==> src/rtl/ifmap_diag_feeder_if.sv <==
// Valid/ready ifmap beat stream into the diagonal feeder: five PE_WIDTH lanes per beat,
// lane00 in the most-significant slice.
interface ifmap_diag_feeder_if #(
  parameter int unsigned PE_WIDTH = 4
);
  logic                    s_valid;
  logic                    s_ready;
  logic [5*PE_WIDTH-1:0]   s_data;

  modport master (output s_valid, output s_data, input s_ready);
  modport slave  (input s_valid, input s_data, output s_ready);
endinterface

==> src/rtl/ifmap_diag_feeder.sv <==
// Drives the 3x3 PE array's five diagonal ifmap inputs at a fixed cadence, drains the array
// at frame end and flags psum_valid in line with the bottom-row psums. Option: FEEDER_STALL_CNT_EN.
module ifmap_diag_feeder #(
  parameter int unsigned PE_WIDTH     = 4,
  parameter int unsigned DELAY_CYCLES = 10,
  parameter int unsigned ISSUE_GAP    = 1,
  parameter int unsigned LEN_W        = 8
) (
  input  logic                clk,
  input  logic                rst,
  input  logic                start,
  input  logic [LEN_W-1:0]    cfg_frame_len,
  ifmap_diag_feeder_if.slave  s_if,
  output logic [PE_WIDTH-1:0] ifmap_IN_00,
  output logic [PE_WIDTH-1:0] ifmap_IN_01,
  output logic [PE_WIDTH-1:0] ifmap_IN_02,
  output logic [PE_WIDTH-1:0] ifmap_IN_10,
  output logic [PE_WIDTH-1:0] ifmap_IN_20,
  output logic                psum_valid,
  output logic                busy,
  output logic                frame_done
`ifdef FEEDER_STALL_CNT_EN
  ,
  output logic [15:0]         stall_cnt
`endif
);

  localparam int unsigned PIPE  = 3 * DELAY_CYCLES;
  localparam int unsigned GAP_W = (ISSUE_GAP < 2) ? 1 : $clog2(ISSUE_GAP + 1);
  localparam int unsigned DRN_W = $clog2(PIPE + 1);

  typedef enum logic [2:0] {
    S_IDLE,
    S_ISSUE,
    S_HOLD,
    S_DRAIN,
    S_DONE
  } state_t;

  state_t                r_state;
  logic [LEN_W-1:0]      r_len_q;
  logic [LEN_W-1:0]      r_beat_cnt;
  logic [GAP_W-1:0]      r_gap_cnt;
  logic [DRN_W-1:0]      r_drain_cnt;
  logic [5*PE_WIDTH-1:0] r_lanes;
  logic                  r_issue;
  logic [PIPE-1:0]       r_psum_sr;
  logic                  r_busy;
  logic                  r_frame_done;

  logic                  w_hs;
  logic [LEN_W-1:0]      w_beat_nxt;
  logic                  w_last_beat;

  assign s_if.s_ready = (r_state == S_ISSUE);
  assign w_hs         = s_if.s_valid & s_if.s_ready;
  assign w_beat_nxt   = r_beat_cnt + LEN_W'(1);
  assign w_last_beat  = (r_beat_cnt == r_len_q);

  // HOLD covers the first ISSUE_GAP-1 cycles of a beat; its last cycle is spent back in ISSUE
  // so the next beat can land without a bubble. The final beat instead stays the full gap in HOLD.
  always_ff @(posedge clk or negedge rst) begin
    if (!rst) begin
      r_state      <= S_IDLE;
      r_len_q      <= '0;
      r_beat_cnt   <= '0;
      r_gap_cnt    <= '0;
      r_drain_cnt  <= '0;
      r_lanes      <= '0;
      r_issue      <= 1'b0;
      r_busy       <= 1'b0;
      r_frame_done <= 1'b0;
    end else begin
      r_issue      <= 1'b0;
      r_frame_done <= 1'b0;
      case (r_state)
        S_IDLE: begin
          r_lanes <= '0;
          if (start) begin
            r_len_q    <= cfg_frame_len;
            r_beat_cnt <= '0;
            r_busy     <= 1'b1;
            if (cfg_frame_len == '0) begin
              r_state      <= S_DONE;
              r_frame_done <= 1'b1;
            end else begin
              r_state <= S_ISSUE;
            end
          end
        end
        S_ISSUE: begin
          if (w_hs) begin
            r_lanes    <= s_if.s_data;
            r_beat_cnt <= w_beat_nxt;
            r_issue    <= 1'b1;
            if (ISSUE_GAP == 1) begin
              if (w_beat_nxt == r_len_q) begin
                r_state     <= S_DRAIN;
                r_drain_cnt <= '0;
              end
            end else begin
              r_state   <= S_HOLD;
              r_gap_cnt <= GAP_W'(1);
            end
          end else begin
            r_lanes <= '0;
          end
        end
        S_HOLD: begin
          if (w_last_beat) begin
            if (r_gap_cnt == GAP_W'(ISSUE_GAP)) begin
              r_state     <= S_DRAIN;
              r_lanes     <= '0;
              r_drain_cnt <= DRN_W'(1);
            end else begin
              r_gap_cnt <= r_gap_cnt + GAP_W'(1);
            end
          end else if (r_gap_cnt == GAP_W'(ISSUE_GAP - 1)) begin
            r_state <= S_ISSUE;
          end else begin
            r_gap_cnt <= r_gap_cnt + GAP_W'(1);
          end
        end
        S_DRAIN: begin
          // Entry from ISSUE still shows the last beat for one cycle, so the count starts at 0.
          r_lanes <= '0;
          if (r_drain_cnt == DRN_W'(PIPE)) begin
            r_state      <= S_DONE;
            r_frame_done <= 1'b1;
          end else begin
            r_drain_cnt <= r_drain_cnt + DRN_W'(1);
          end
        end
        S_DONE: begin
          r_state <= S_IDLE;
          r_busy  <= 1'b0;
          r_lanes <= '0;
        end
        default: begin
          r_state <= S_IDLE;
          r_busy  <= 1'b0;
          r_lanes <= '0;
        end
      endcase
    end
  end

  always_ff @(posedge clk or negedge rst) begin
    if (!rst) begin
      r_psum_sr <= '0;
    end else begin
      r_psum_sr <= {r_psum_sr[PIPE-2:0], r_issue};
    end
  end

`ifdef FEEDER_STALL_CNT_EN
  logic [15:0] r_stall_cnt;

  always_ff @(posedge clk or negedge rst) begin
    if (!rst) begin
      r_stall_cnt <= '0;
    end else if ((r_state == S_IDLE) && start) begin
      r_stall_cnt <= '0;
    end else if ((r_state == S_ISSUE) && !s_if.s_valid && (r_stall_cnt != '1)) begin
      r_stall_cnt <= r_stall_cnt + 16'd1;
    end
  end

  assign stall_cnt = r_stall_cnt;
`endif

  assign ifmap_IN_00 = r_lanes[5*PE_WIDTH-1 -: PE_WIDTH];
  assign ifmap_IN_01 = r_lanes[4*PE_WIDTH-1 -: PE_WIDTH];
  assign ifmap_IN_02 = r_lanes[3*PE_WIDTH-1 -: PE_WIDTH];
  assign ifmap_IN_10 = r_lanes[2*PE_WIDTH-1 -: PE_WIDTH];
  assign ifmap_IN_20 = r_lanes[PE_WIDTH-1:0];
  assign psum_valid  = r_psum_sr[PIPE-1];
  assign busy        = r_busy;
  assign frame_done  = r_frame_done;

endmodule

==> src/flat_wrapper.sv <==
// flat-port wrapper written by rule: the top's interface ports become plain ports
module ifmap_diag_feeder_flat 
#(
  parameter int unsigned PE_WIDTH     = 4,
  parameter int unsigned DELAY_CYCLES = 10,
  parameter int unsigned ISSUE_GAP    = 1,
  parameter int unsigned LEN_W        = 8
)
  (clk, rst, start, cfg_frame_len, ifmap_IN_00, ifmap_IN_01, ifmap_IN_02, ifmap_IN_10, ifmap_IN_20, psum_valid, busy, frame_done, s_if_s_valid, s_if_s_data, s_if_s_ready);
  ifmap_diag_feeder_if #(.PE_WIDTH(PE_WIDTH)) s_if_i ();
  input  logic clk;
  input  logic rst;
  input  logic start;
  input  logic [LEN_W-1:0] cfg_frame_len;
  output logic [PE_WIDTH-1:0] ifmap_IN_00;
  output logic [PE_WIDTH-1:0] ifmap_IN_01;
  output logic [PE_WIDTH-1:0] ifmap_IN_02;
  output logic [PE_WIDTH-1:0] ifmap_IN_10;
  output logic [PE_WIDTH-1:0] ifmap_IN_20;
  output logic psum_valid;
  output logic busy;
  output logic frame_done;
  input wire logic [$bits(s_if_i.s_valid)-1:0] s_if_s_valid;
  input wire logic [$bits(s_if_i.s_data)-1:0] s_if_s_data;
  output wire logic [$bits(s_if_i.s_ready)-1:0] s_if_s_ready;
  assign s_if_i.s_valid = s_if_s_valid;
  assign s_if_i.s_data = s_if_s_data;
  assign s_if_s_ready = s_if_i.s_ready;
  ifmap_diag_feeder #(.PE_WIDTH(PE_WIDTH), .DELAY_CYCLES(DELAY_CYCLES), .ISSUE_GAP(ISSUE_GAP), .LEN_W(LEN_W)) u_core (.clk(clk), .rst(rst), .start(start), .cfg_frame_len(cfg_frame_len), .s_if(s_if_i), .ifmap_IN_00(ifmap_IN_00), .ifmap_IN_01(ifmap_IN_01), .ifmap_IN_02(ifmap_IN_02), .ifmap_IN_10(ifmap_IN_10), .ifmap_IN_20(ifmap_IN_20), .psum_valid(psum_valid), .busy(busy), .frame_done(frame_done));
endmodule
==> config.mk <==
export PLATFORM = sky130hd
export DESIGN_NAME = ifmap_diag_feeder_flat
export DESIGN_NICKNAME = d
export VERILOG_FILES = /design/src/rtl/ifmap_diag_feeder_if.sv /design/src/rtl/ifmap_diag_feeder.sv /design/src/flat_wrapper.sv
export SDC_FILE = /design/constraint.sdc
export NUM_CORES = 1
export LEC_CHECK = 0
export ABC_AREA = 1
export BUFFER_PORTS_ARGS = -buffer_cell sky130_fd_sc_hd__buf_2
export CORE_AREA = 2 2 113 71
export DETAILED_ROUTE_END_ITERATION = 8
export DIE_AREA = 0 0 115 73
export HOLD_SLACK_MARGIN = 0.08
export PLACE_DENSITY = 0.65
export SETUP_SLACK_MARGIN = 0.3
export SLEW_MARGIN = 25
export SYNTH_ARGS = -nofsm -noshare
export SYNTH_HDL_FRONTEND = slang
export SYNTH_SLANG_ARGS = --single-unit
==> constraint.sdc <==
create_clock -name clk -period 4.6 [get_ports clk]
set_clock_uncertainty 0.1 [all_clocks]
set_input_delay 0.46 -clock clk [delete_from_list [all_inputs] [get_ports clk]]
set_output_delay 0.46 -clock clk [all_outputs]
set_load 0.02 [all_outputs]
# Yosys cells after proc, flatten, opt, wreduce, memory -nomap -nowiden
# Cells that the tools add are included.
dict set report totals {
  ff_bits 78
  inputBits 32
}
dict set report op_classes {
  n_addsub 3
  eq_ne 15
  mux 33
  n_bitwise 2
  n_reduce_logical 11
}
# cell n
set ops {}
lappend ops {{20-bit 2-to-1 mux} 3}
lappend ops {{20-bit one-hot mux with 2 select lines} 1}
lappend ops {{5-bit 2-to-1 mux} 5}
lappend ops {{3-bit 2-to-1 mux} 8}
lappend ops {{8-bit == test} 2}
lappend ops {{8-bit 2-to-1 mux} 2}
lappend ops {{8-bit one-hot mux with 2 select lines} 1}
lappend ops {{5-bit one-hot mux with 3 select lines} 1}
lappend ops {{3-bit one-hot mux with 4 select lines} 1}
lappend ops {{6-bit AND reduction} 2}
lappend ops {{1-bit 2-to-1 mux} 9}
lappend ops {{8-bit by 1-bit adder with 8-bit output, second input constant} 1}
lappend ops {{8-bit zero test} 1}
lappend ops {{2-bit != test, second input constant} 4}
lappend ops {{3-bit by 2-bit == test with 1-bit output, second input constant} 2}
lappend ops {{2-bit by 1-bit != test with 1-bit output, second input constant} 3}
lappend ops {{2-bit AND reduction} 3}
lappend ops {{5-bit by 1-bit adder with 5-bit output, second input constant} 1}
lappend ops {{5-bit == test, second input constant} 1}
lappend ops {{1-bit one-hot mux with 2 select lines} 2}
lappend ops {{3-bit by 1-bit == test with 1-bit output, second input constant} 1}
lappend ops {{3-bit zero test} 1}
lappend ops {{3-bit by 2-bit != test with 1-bit output, second input constant} 1}
lappend ops {{3-bit != test, second input constant} 1}
lappend ops {{other kinds (7)} 7}

# Depth between registers and ports, before layout
dict set report logic_depth {
  ltp_word 5
  ltp_mapped 12
  mapped_depth_nobuf 12
}

# Worst setup path before layout
# No wires, ideal clock.
dict set report synth_path {
  kind {register to register}
  start {reg u_core.r_beat_cnt[1]}
  end {reg u_core.r_state[1]}
  setup_time_ns 0.117
  t_arrival_ns 1.500
  required_ns 4.383
  slack_ns 2.883
  path_stages_with_launch 13
  cell_sequence {dfrtp_1 ha_1 inv_1 nand2_1 nand2_1 nor3_1 nand2_1 nor2_1 nand2_2 nand2_4 nand2_2 nand2_1 nand2_1}
}
dict set report synth_via {
  elab_chain_len 4
}
# item line_no
set synth_lines {}
lappend synth_lines {{from (decl)} ifmap_diag_feeder.sv:42} ;# logic [LEN_W-1:0] r_beat_cnt;
lappend synth_lines {{from (signal assigned)} ifmap_diag_feeder.sv:94} ;# r_beat_cnt <= w_beat_nxt;
lappend synth_lines {{8-bit by 1-bit adder with 8-bit output} ifmap_diag_feeder.sv:57} ;# assign w_beat_nxt = r_beat_cnt + LEN_W'(1);
lappend synth_lines {{8-bit == test} ifmap_diag_feeder.sv:97} ;# if (w_beat_nxt == r_len_q) begin
lappend synth_lines {{2-bit != test (no source line)} --}
lappend synth_lines {{6-bit AND reduction (no source line)} --}
lappend synth_lines {{to (signal assigned)} ifmap_diag_feeder.sv:64} ;# r_state <= S_IDLE;
lappend synth_lines {{to (signal assigned)} ifmap_diag_feeder.sv:98} ;# r_state <= S_DRAIN;
lappend synth_lines {{to (signal assigned)} ifmap_diag_feeder.sv:102} ;# r_state <= S_HOLD;
lappend synth_lines {{to (decl)} ifmap_diag_feeder.sv:40} ;# state_t r_state;
# Several ways; a longest one is shown, not always the timed one.
# A chain may end at the register's enable or synchronous reset.

# Final worst setup path
dict set report layout_path {
  start {reg u_core.r_beat_cnt[4]}
  end {reg u_core.r_drain_cnt[4]}
}
dict set report layout_via {
  elab_chain_len 4
}
# item line_no
set layout_lines {}
lappend layout_lines {{8-bit by 1-bit adder with 8-bit output} ifmap_diag_feeder.sv:57}
lappend layout_lines {{8-bit == test} ifmap_diag_feeder.sv:97}
lappend layout_lines {{2-bit != test (no source line)} --}
lappend layout_lines {{6-bit AND reduction (no source line) *} --}
lappend layout_lines {{to (signal assigned)} ifmap_diag_feeder.sv:131} ;# r_drain_cnt <= r_drain_cnt + DRN_W'(1);
lappend layout_lines {{to (decl)} ifmap_diag_feeder.sv:44} ;# logic [DRN_W-1:0] r_drain_cnt;
# Mark *: on every way between the ends. The rest lies on a longest branch, timed or not.

==> implementation parameters <==
Parameter                              Value

Status
  Run status    completed

Floorplanning
  DIE AREA    between 0.008 and 0.009 sq mm
  Standard-cell row count    25
  Initial Util    between 40% and 50%
  Core ar.    ~0.0075 sq mm
  Die H    about 73 um
  Count of boundary I/O pins    56
  Die X-Extent    115 um

Clock tree
  Worst-path clk slew    about 60 ps
  CTS Buf Count    9
  Post-CTS Setup Repair Bufs    0
  Cts repair resizes    0
  Root buf cell    sky130_fd_sc_hd__clkbuf_16
  Clock insertion delay at the later pin of the skew report    340 ps
  H-tree depth    3
  Cts-stage hold buffer count    0
  # clock sinks    78
  CTS tree    yes
  Maximum number of buffers from clock root to sink    2

Timing
  Final worst path period share    between 40% and 50%
  RSZ-0062 raised after global routing    false
  Fin Hold WS    about 34 ps
  Worst Max-Slew Pin Slew    ~700 ps
  Headroom to the max-slew limit    a little over half
  Peak Freq    0.451 GHz
  Number of failing setup endpoints in the final timing report    0
  Final hold violation count    0
  TNS Setup    0 ps
  Max Transition Viols Final    0
  Tmin final    roughly 2200 ps

Global routing
  GRT Residual Overflow    0
  Combined global-route utilization of all metal layers    around 18%
  Number of global-route vias before repair    roughly 2.3k
  Wire length of the first global-routing pass    roughly 11000 um
  Largest net degree at the start of global routing    between 70 and 80
  Initial antenna violation count    0

Finish
  Area added between synthesis and finish    21.1%
  Commonest non-fill, non-tap cell in the layout    sky130_fd_sc_hd__nand2_1
  Filler Cells Inserted    between 600 and 700
  Layout Nets    approximately 440
  Highest-count cells in the layout ignoring fill and taps    sky130_fd_sc_hd__nand2_1, sky130_fd_sc_hd__dfrtp_1, sky130_fd_sc_hd__buf_2
  Antenna diode count    0
  Fraction of final layout cells sized beyond drive strength 1    between 20% and 30%

Worst hold path
  Hold/Removal Path Class    in2async

Synth
  Net count after synthesis    380
  Distinct cells, synth    29
  Area of the mapped netlist    ~0.0032 sq mm
  Mean instance size in the synthesized netlist    9.40 sq um
  Yosys warning count    0
  Cells after synthesis    345
  FF+latch count, synth    about 80
  Share of synthesized area occupied by flip-flops and latches    60.2%

Worst setup path
  Delay-heaviest family, CP    simple AND/OR/NAND/NOR gates
  Data arrival time of the critical path    roughly 2400 ps
  Crit start category    flip-flop
  CP cell instances    inv_1 > nand2_1 > nand2_1 > nand2_1 > nor2_1 > nand3_2 > a21oi_4 > nand2_4 > nand2_1 > nand2_1
  Slowest cell on crit path    sky130_fd_sc_hd__nand3_2
  Worst setup EP type    flip-flop
  R2R setup slack    ~2400 ps
  Delay of the slowest cell on the worst path    between 400 and 500 ps
  Most Frequent Cell on Critical Path    sky130_fd_sc_hd__nand2_1
  Critical Path RT    ~4700 ps
  Crit Path Category    reg2reg
  Buf+Inv Stages, Crit Path    1
  Largest fanout on the critical path    21

Routing
  Number of vias in the routed layout    2400
  DRC Markers    0
  DR vias/cell    between 4 and 5
  First-pass DRT Iterations    4
  First DRT Iteration DRCs    about 130
  Wire length per cell after detailed routing    between 10 and 15 um
  Antenna Violating Nets Remaining    0
  Total wire length    approximately 6600 um

Power and ir drop
  Leakage power figure    2.10 nW
  Maximum ir drop on the vdd rail    around 0.00027 V
  Power Total    ~0.0026 W
  Power per cell area    around 660 mW/mm^2

Place
  Weighted congestion reported at the end of routability-driven placement    between 0.8 and 0.9
  Buffers added on ports    55
  Detailed placement HPWL    approximately 4500 um

Run
  Max Cap Viol    0
-- synthesized netlist by cell type --
| cell | instances | area (sq um) |
|---|---|---|
| sky130_fd_sc_hd__nand3_4 | 1 | 17.5 |
| sky130_fd_sc_hd__ha_1 | 3 | 37.5 |
| sky130_fd_sc_hd__nor3_1 | 4 | 20.0 |
| sky130_fd_sc_hd__or2_1 | 1 | 6.26 |
| sky130_fd_sc_hd__inv_1 | 25 | 93.8 |
| sky130_fd_sc_hd__o21ai_0 | 13 | 65.1 |
| sky130_fd_sc_hd__clkbuf_1 | 3 | 11.3 |
| sky130_fd_sc_hd__nand2_1 | 115 | 432 |
| sky130_fd_sc_hd__o22ai_1 | 4 | 25.0 |
| sky130_fd_sc_hd__nand3_2 | 1 | 10.0 |
| sky130_fd_sc_hd__o21ai_1 | 2 | 10.0 |
| sky130_fd_sc_hd__nand4_1 | 3 | 18.8 |
| sky130_fd_sc_hd__xnor2_1 | 4 | 35.0 |
| sky130_fd_sc_hd__buf_2 | 2 | 10.0 |
| sky130_fd_sc_hd__xor2_1 | 6 | 52.6 |
| sky130_fd_sc_hd__buf_1 | 1 | 3.75 |
| sky130_fd_sc_hd__dfrtp_1 | 78 | 1950 |
| sky130_fd_sc_hd__nor2_2 | 3 | 18.8 |
| sky130_fd_sc_hd__a21oi_4 | 1 | 16.3 |
| sky130_fd_sc_hd__nand3_1 | 37 | 185 |
| sky130_fd_sc_hd__nand2_4 | 2 | 22.5 |
| sky130_fd_sc_hd__buf_4 | 2 | 15.0 |
| sky130_fd_sc_hd__nor3_4 | 1 | 16.3 |
| sky130_fd_sc_hd__nand2_2 | 4 | 25.0 |
| sky130_fd_sc_hd__nor2_1 | 13 | 48.8 |
| sky130_fd_sc_hd__a21oi_1 | 6 | 30.0 |
| sky130_fd_sc_hd__inv_2 | 6 | 22.5 |
| sky130_fd_sc_hd__o31ai_1 | 1 | 7.51 |
| sky130_fd_sc_hd__nor2_4 | 3 | 33.8 |
-- logic make-up (layout without fill, tap and decap cells) --
group                      after synthesis  count (layout)  share of synthesized area, %
AOI/OAI and AO/OA                       27              27                          4.75
xor gates and xnor gates                10              10                          2.70
adders and majority gates                3               3                          1.16
buffers and inverters                   39             102                          4.82
DFF                                     78              78                          60.2
and+or+nand+nor                        188             188                          26.4
-- through the flow --
step	instances	util (%)	area (sq um)	setup slack, ps
after CTS	502	52.2	3920	2360
after floorplan	345	-	3240	2880
final	502	52.3	3930	2380
after detailed placement	486	47.9	3600	2370
after global placement	486	47.9	3600	2420
after global routing	502	52.3	3930	2160
-- final timing paths --
kind	start	end	cells after the start
worst max register to register	u_core.r_beat_cnt[4]	u_core.r_drain_cnt[4]	10
worst min register to register	u_core.r_psum_sr[13]	u_core.r_psum_sr[14]	0
min in group clk	s_if_s_data[12]	u_core.r_lanes[12]	3
worst max-delay path	u_core.r_beat_cnt[4]	u_core.r_drain_cnt[4]	10
worst min-delay path	rst	u_core.r_psum_sr[26]	1
max in group asynchronous	rst	u_core.r_state[2]	1
-- report_power, final --
part | leakage (nW) | switching, W | total, W | internal (W)
clock | 0.159 | 0.000271 | 0.000737 | 0.000466
sequential | 1.03 | 0.000147 | 0.00105 | 0.000907
combinational | 0.912 | 0.000531 | 0.000788 | 0.000256
total | 2.10 | 0.000949 | 0.00258 | 0.00163
-- state kept, by name, summed over array words and instances (netlist names) --
name	cells
u_core.r_len_q	8
u_core.r_beat_cnt	8
u_core.r_issue	1
u_core.r_drain_cnt	5
u_core.r_gap_cnt	1
u_core.frame_done	1
u_core.busy	1
u_core.r_lanes	20
u_core.r_psum_sr	30
u_core.r_state	3
-- area by class of cell --
class / count / area [sq um] / area share, %
Clock buffer: 12 / 267 / 6.79
Sequential cell: 78 / 1950 / 49.7
Inverter: 31 / 116 / 2.96
Tap cell: 94 / 118 / 3.00
Clock inverter: 4 / 52.6 / 1.34
Multi-Input combinational cell: 228 / 1140 / 29.0
Timing Repair Buffer: 55 / 282 / 7.17
-- per-layer routing --
metal,share of wire [%],track usage [%],vias up
li1,-,-,1214
met1,50,25.2,1108
met2,42,24.6,73
met3,7.2,7.72,5
met4,0.82,6.96,0
met5,0,0,-
(Power assumes the default switching activity.)
